`src/rtl/sp_ram_burst_master.sv`:
```
// Burst initiator for a single-port RAM: walks sequential word addresses,
// sourcing write beats from a stream or returning reads through a 2-entry FIFO.
module sp_ram_burst_master #(
    parameter int ADDR_WIDTH = 15,
    parameter int DATA_WIDTH = 32,
    parameter int LEN_WIDTH  = 13,
    localparam int BE_WIDTH  = DATA_WIDTH / 8
) (
    input  logic                  clk,
    input  logic                  rst_i,
    input  logic                  cmd_valid_i,
    output logic                  cmd_ready_o,
    input  logic                  cmd_write_i,
    input  logic [ADDR_WIDTH-1:0] cmd_addr_i,
    input  logic [LEN_WIDTH-1:0]  cmd_len_i,
    input  logic                  wr_valid_i,
    output logic                  wr_ready_o,
    input  logic [DATA_WIDTH-1:0] wr_data_i,
    input  logic [BE_WIDTH-1:0]   wr_be_i,
    output logic                  rd_valid_o,
    input  logic                  rd_ready_i,
    output logic [DATA_WIDTH-1:0] rd_data_o,
    output logic                  busy_o,
    output logic                  done_o,
    output logic                  ram_en_o,
    output logic                  ram_we_o,
    output logic [ADDR_WIDTH-1:0] ram_addr_o,
    output logic [DATA_WIDTH-1:0] ram_wdata_o,
    output logic [BE_WIDTH-1:0]   ram_be_o,
    output logic                  ram_bypass_en_o,
    input  logic [DATA_WIDTH-1:0] ram_rdata_i
);

    typedef enum logic [2:0] {S_IDLE, S_WR, S_RD, S_DRAIN, S_DONE} state_e;

    state_e                state_q, state_d;
    logic [ADDR_WIDTH-1:0] addr_q, addr_d;
    logic [LEN_WIDTH-1:0]  remain_q, remain_d;
    logic                  inflight_q, inflight_d;
    logic [1:0]            count_q, count_d;
    logic                  wptr_q, wptr_d, rptr_q, rptr_d;
    logic [DATA_WIDTH-1:0] fifo_q [2];
    logic [DATA_WIDTH-1:0] fifo_d [2];

    logic       wr_beat_s, rd_issue_s, pop_s, push_s;
    logic [2:0] credit_s;

    // Handshake decode; a read issues only if its word is guaranteed a FIFO slot
    always_comb begin
        pop_s      = (count_q != 2'd0) && rd_ready_i;
        push_s     = inflight_q;
        credit_s   = {1'b0, count_q} + {2'b00, inflight_q} - {2'b00, pop_s};
        wr_beat_s  = (state_q == S_WR) && wr_valid_i;
        rd_issue_s = (state_q == S_RD) && (credit_s < 3'd2);
    end

    // Next-state, address/count and FIFO update
    always_comb begin
        state_d    = state_q;
        addr_d     = addr_q;
        remain_d   = remain_q;
        inflight_d = rd_issue_s;
        count_d    = count_q + {1'b0, push_s} - {1'b0, pop_s};
        wptr_d     = wptr_q ^ push_s;
        rptr_d     = rptr_q ^ pop_s;
        fifo_d     = fifo_q;
        if (push_s) begin
            fifo_d[wptr_q] = ram_rdata_i;
        end else begin
            fifo_d[wptr_q] = fifo_q[wptr_q];
        end
        case (state_q)
            S_IDLE: begin
                if (cmd_valid_i) begin
                    addr_d   = cmd_addr_i & ~ADDR_WIDTH'(BE_WIDTH - 1);
                    remain_d = cmd_len_i;
                    if (cmd_len_i == '0) begin
                        state_d = S_DONE;
                    end else if (cmd_write_i) begin
                        state_d = S_WR;
                    end else begin
                        state_d = S_RD;
                    end
                end else begin
                    state_d = S_IDLE;
                end
            end
            S_WR, S_RD: begin
                if (wr_beat_s || rd_issue_s) begin
                    addr_d   = addr_q + ADDR_WIDTH'(BE_WIDTH);
                    remain_d = remain_q - LEN_WIDTH'(1);
                    if (remain_q == LEN_WIDTH'(1)) begin
                        state_d = (state_q == S_WR) ? S_DONE : S_DRAIN;
                    end else begin
                        state_d = state_q;
                    end
                end else begin
                    state_d = state_q;
                end
            end
            S_DRAIN: begin
                if (!inflight_q && ((count_q - {1'b0, pop_s}) == 2'd0)) begin
                    state_d = S_DONE;
                end else begin
                    state_d = S_DRAIN;
                end
            end
            S_DONE:  state_d = S_IDLE;
            default: state_d = S_IDLE;
        endcase
    end

    // State register with synchronous reset
    always_ff @(posedge clk) begin
        if (rst_i) begin
            state_q    <= S_IDLE;
            addr_q     <= '0;
            remain_q   <= '0;
            inflight_q <= 1'b0;
            count_q    <= 2'd0;
            wptr_q     <= 1'b0;
            rptr_q     <= 1'b0;
            fifo_q[0]  <= '0;
            fifo_q[1]  <= '0;
        end else begin
            state_q    <= state_d;
            addr_q     <= addr_d;
            remain_q   <= remain_d;
            inflight_q <= inflight_d;
            count_q    <= count_d;
            wptr_q     <= wptr_d;
            rptr_q     <= rptr_d;
            fifo_q[0]  <= fifo_d[0];
            fifo_q[1]  <= fifo_d[1];
        end
    end

    // Output decode; write data and enables pass straight through during WR
    always_comb begin
        cmd_ready_o     = (state_q == S_IDLE);
        wr_ready_o      = (state_q == S_WR);
        busy_o          = (state_q != S_IDLE);
        done_o          = (state_q == S_DONE);
        rd_valid_o      = (count_q != 2'd0);
        rd_data_o       = fifo_q[rptr_q];
        ram_en_o        = wr_beat_s || rd_issue_s;
        ram_we_o        = wr_beat_s;
        ram_addr_o      = addr_q;
        ram_bypass_en_o = 1'b0;
        if (state_q == S_WR) begin
            ram_wdata_o = wr_data_i;
            ram_be_o    = wr_be_i;
        end else if (rd_issue_s) begin
            ram_wdata_o = '0;
            ram_be_o    = '1;
        end else begin
            ram_wdata_o = '0;
            ram_be_o    = '0;
        end
    end

endmodule

```
`config.mk`:
```
export PLATFORM = sky130hd
export DESIGN_NAME = sp_ram_burst_master
export DESIGN_NICKNAME = d
export VERILOG_FILES = /design/src/rtl/sp_ram_burst_master.sv
export SDC_FILE = /design/constraint.sdc
export NUM_CORES = 1
export LEC_CHECK = 0
export CAP_MARGIN = 20
export CORE_MARGIN = 4
export CORE_UTILIZATION = 30
export CTS_CLUSTER_DIAMETER = 120
export CTS_CLUSTER_SIZE = 40
export DETAILED_ROUTE_END_ITERATION = 10
export SETUP_SLACK_MARGIN = 0.15
export SYNTH_ARGS = -nofsm -noshare
export SYNTH_HDL_FRONTEND = slang
export SYNTH_SLANG_ARGS = --single-unit
```
`constraint.sdc`:
```
create_clock -name clk -period 2.5 [get_ports clk]
set_clock_uncertainty 0.05 [all_clocks]
set_input_delay 0.375 -clock clk [delete_from_list [all_inputs] [get_ports clk]]
set_output_delay 0.375 -clock clk [all_outputs]
set_load 0.02 [all_outputs]
```
==> flow_metrics.py, run 1 <==
metrics = {
    "flow_run": {
        "maxCapViolations": 0,
    },
    "power_and_ir_drop": {
        "cellLeakagePower_nw": 3.06,
        "irDropWorstVdd_mv": 0.385,
        "power_switching_mw": 2.26,
        "seq_power_share": 0.328,
        "p_comb_frac": 0.444,
        "clkPwrFrac": 0.228,
        "p_int_mw": 3.82,
        "sw_frac_of_total": 0.371,
        "power_density_mw_per_mm2": 794,
    },
    "timing": {
        "setup-violations-final": 33,
        "rsz0062_at_grt": "yes",
        "holdWs_ns": 0.399,
        "max-slew-margin-rel": 0.513,
        "hold_viol_final": 0,
        "worst_slack_ns": -0.394,
        "fin_crit_ns": 2.89,
        "tightest_slew_ns": 0.730,
        "drv_slew": 0,
        "finalCritPeriodShare": 1.16,
        "max_freq_mhz": 346,
    },
    "clock_network": {
        "cts_hold_buf": 0,
        "insertion_delay_ns": 0.34,
        "cts_root_buffer": "clkbuf_16",
        "cts_sinks": 98,
        "path_clk_slew_ns": 0.07,
        "cts_tree": "built",
        "numCtsBuffers": 9,
        "cts.htree.levels": 3,
        "clk_path_buf_depth": 2,
    },
    "synth": {
        "ys_types": 52,
        "synth_edf_count": 0,
        "yosysSeqAreaShare": 0.394,
        "syn_avg_cell_area_um2": 7.79,
        "ys.warnings.count": 0,
        "async_flop_share": 0,
        "synth-seq-cells": 98,
        "synth_ff_type": "dfxtp_1",
        "syn-cell-area_mm2": 0.00498,
        "synthCells": 639,
    },
    "grt": {
        "grt_max_degree": 59,
        "grt-ovfl-total": 0,
        "antenna_found_initial": 0,
        "grtUsageTotal": 0.169,
        "grt_pass1_vias": 5306,
        "grt_pass1_wl_um": 25500,
    },
    "detailed_routing": {
        "drt_iter0_markers": 275,
        "wl_per_cell_um": 15.2,
        "firstDrtPassIters": 4,
        "post-route-drc-count": 0,
        "vias_per_cell": 4.95,
        "final_antenna_net_count": 0,
        "vias": 5178,
        "postRouteWirelength_um": 16000,
    },
    "critical_path": {
        "worstPathMaxFanout": 6,
        "end_kind": "flip-flop",
        "rrSetupSlack_ns": -0.39,
        "critPathKind": "reg -> reg",
        "critPathArrivalTime_ns": 3.10,
        "r2r_start": "count_q[0]",
        "critPathLaunchType": "flip-flop",
        "required_ns": 2.71,
        "crit_start": "count_q[0]",
        "ff2ff_path_depth": 12,
    },
    "die": {
        "io_pins": 193,
        "std_cell_rows": 46,
        "dieHeight_um": 137,
        "dieArea_mm2": 0.0187,
        "core_area_mm2": 0.0161,
        "initial_core_util": 0.310,
        "die_w_um": 137,
    },
    "place": {
        "dpl.hpwl_um": 11500,
        "placed_cells": 1021,
        "numPortBuffers": 187,
        "gp_congestion": 0.867,
        "dp_slack_ns": -1.20,
        "place_area_mm2": 0.00723,
    },
    "final_layout": {
        "n_antenna_cell": 0,
        "stdcell_area_mm2": 0.00766,
        "fin_util": 0.477,
        "drive_above_1_share": 0.140,
        "syn2layout_area_growth_pct": 54.0,
        "fin_cells": 1047,
        "nFillCells": 1504,
        "final_net_count": 934,
    },
    "min_path": {
        "hold_depth": 2,
        "min-delay-path-class": "reg -> reg",
        "hp-start": "fifo_q[44]",
    },
    "status": {
        "violations": "setup timing",
        "status": "complete, but fails checks",
    },
}
[final cells by class]
class,instances,area (um2),share of cell area
clock inverters,5,62.6,0.00816
clock buffers,11,233,0.0304
repair buffers,228,2240,0.292
inverters,10,40.0,0.00522
well taps,216,270,0.0353
multi-input cells,479,2850,0.372
flip-flops and latches,98,1960,0.256
[kinds of logic after synthesis]
logic type / Yosys count / synth area share
adders and majority gates: 6 / 0.0166
buffers and inverters: 64 / 0.0530
and+or+nand+nor: 284 / 0.273
muxes: 35 / 0.0787
other: 1 / 0.000753
xor gates and xnor gates: 14 / 0.0246
AOI/OAI and AO/OA: 137 / 0.159
DFF: 98 / 0.394
[layer usage]
metal	GRT usage	share of wire	routed length (um)
met1	0.199	0.42	6670
met5	0	0	0
met2	0.304	0.51	8060
met3	0.0331	0.057	903
met4	0.0643	0.021	328
[stage by stage]
step	power (mW)	TNS, ns
floorplan	3.49	-3.18
global placement	4.51	-31.67
detailed placement	4.57	-33.72
CTS	6.05	-11.63
global route	6.48	-14.04
finish	6.08	-9.67
[final timing paths]
path,endpoint
hold / removal,fifo_q[44]
hold reg to reg,fifo_q[44]
setup / recovery,ram_addr_o[2]
setup reg to reg,ram_addr_o[2]
[worst max-delay path, stage by stage, from the launching register on]
cell,delay [ns]
dfxtp_1,0.31
nand3b_1,0.17
o21ai_1,0.10
ha_2,0.19
fa_1,0.42
or4b_4,0.54
buf_4,0.16
buf_6,0.11
o211ai_4,0.22
buf_6,0.16
buf_6,0.12
nand3_1,0.09
a31oi_1,0.19
[Yosys cell counts (5+ instances only)]
| library cell | number | area, um2 |
|---|---|---|
| nor2_1 | 23 | 86.3 |
| a21oi_1 | 82 | 410 |
| and2_1 | 37 | 231 |
| dfxtp_1 | 98 | 1960 |
| buf_2 | 6 | 30.0 |
| xor2_1 | 9 | 78.8 |
| nor4_1 | 10 | 62.6 |
| o21ai_0 | 14 | 70.1 |
| ha_1 | 5 | 62.6 |
| a21o_1 | 11 | 82.6 |
| inv_1 | 9 | 33.8 |
| nand2_1 | 152 | 571 |
| nand3_1 | 13 | 65.1 |
| nor3_1 | 12 | 60.1 |
| or3_1 | 5 | 31.3 |
| nand3b_1 | 7 | 52.6 |
| mux2_2 | 33 | 372 |
| clkbuf_1 | 44 | 165 |
| xnor2_1 | 5 | 43.8 |
[what timing repair did]
item,4_1_cts,5_1_grt
gates resized for setup,78,22
cloned,1,0
hold endpoints to repair,0,0
buffers inserted,5,4
endpoints found under the setup margin,69,40
pin swaps,8,9
[flip-flops by register name (all words and copies together) (netlist names)]
register	count
fifo_q	64
inflight_q	1
state_q	3
remain_q	13
wptr_q	1
rptr_q	1
count_q	2
ram_addr_o	13
[cell usage in the layout, fill, tap and decap left out, types with 3 or more instances in the layout]
| cell | count |
|---|---|
| xnor2_1 | 4 |
| dfxtp_1 | 96 |
| clkbuf_16 | 9 |
| inv_1 | 9 |
| nor4_1 | 10 |
| nand3_1 | 12 |
| dlygate4sd2_1 | 34 |
| nand3b_1 | 7 |
| o21ai_1 | 13 |
| or3_1 | 5 |
| xor2_1 | 9 |
| nand2_1 | 152 |
| conb_1 | 3 |
| nor3b_1 | 3 |
| nand4_1 | 3 |
| a21o_1 | 11 |
| and2_1 | 37 |
| a31oi_1 | 3 |
| a21oi_1 | 82 |
| buf_4 | 29 |
| a221oi_2 | 3 |
| buf_6 | 12 |
| o221ai_1 | 4 |
| dlymetal6s2s_1 | 5 |
| nor3_1 | 12 |
| mux2_2 | 33 |
| clkdlybuf4s50_1 | 141 |
| buf_12 | 5 |
| o31ai_1 | 3 |
| ha_1 | 4 |
| nor2_1 | 22 |
| o21ai_0 | 3 |
[power by group through the flow]
stage	Sequential (mW)	Clock (mW)	Combinational, mW
floorplan	2.00	0	1.49
global placement	2.00	0	2.51
detailed placement	2.02	0	2.56
CTS	1.99	1.44	2.63
global route	2.03	1.51	2.94
finish	1.99	1.39	2.70
Power figures use the tool's default switching activity.
==> run 2: changes to the inputs <==
--- a/config.mk
+++ b/config.mk
@@ -12,6 +12,7 @@
 export CTS_CLUSTER_SIZE = 40
 export DETAILED_ROUTE_END_ITERATION = 10
 export SETUP_SLACK_MARGIN = 0.15
+export SLEW_MARGIN = 20
 export SYNTH_ARGS = -nofsm -noshare
 export SYNTH_HDL_FRONTEND = slang
 export SYNTH_SLANG_ARGS = --single-unit
==> results of run 2 <==
Same layout as run 1: the final DEF is identical, and so are final timing and power.
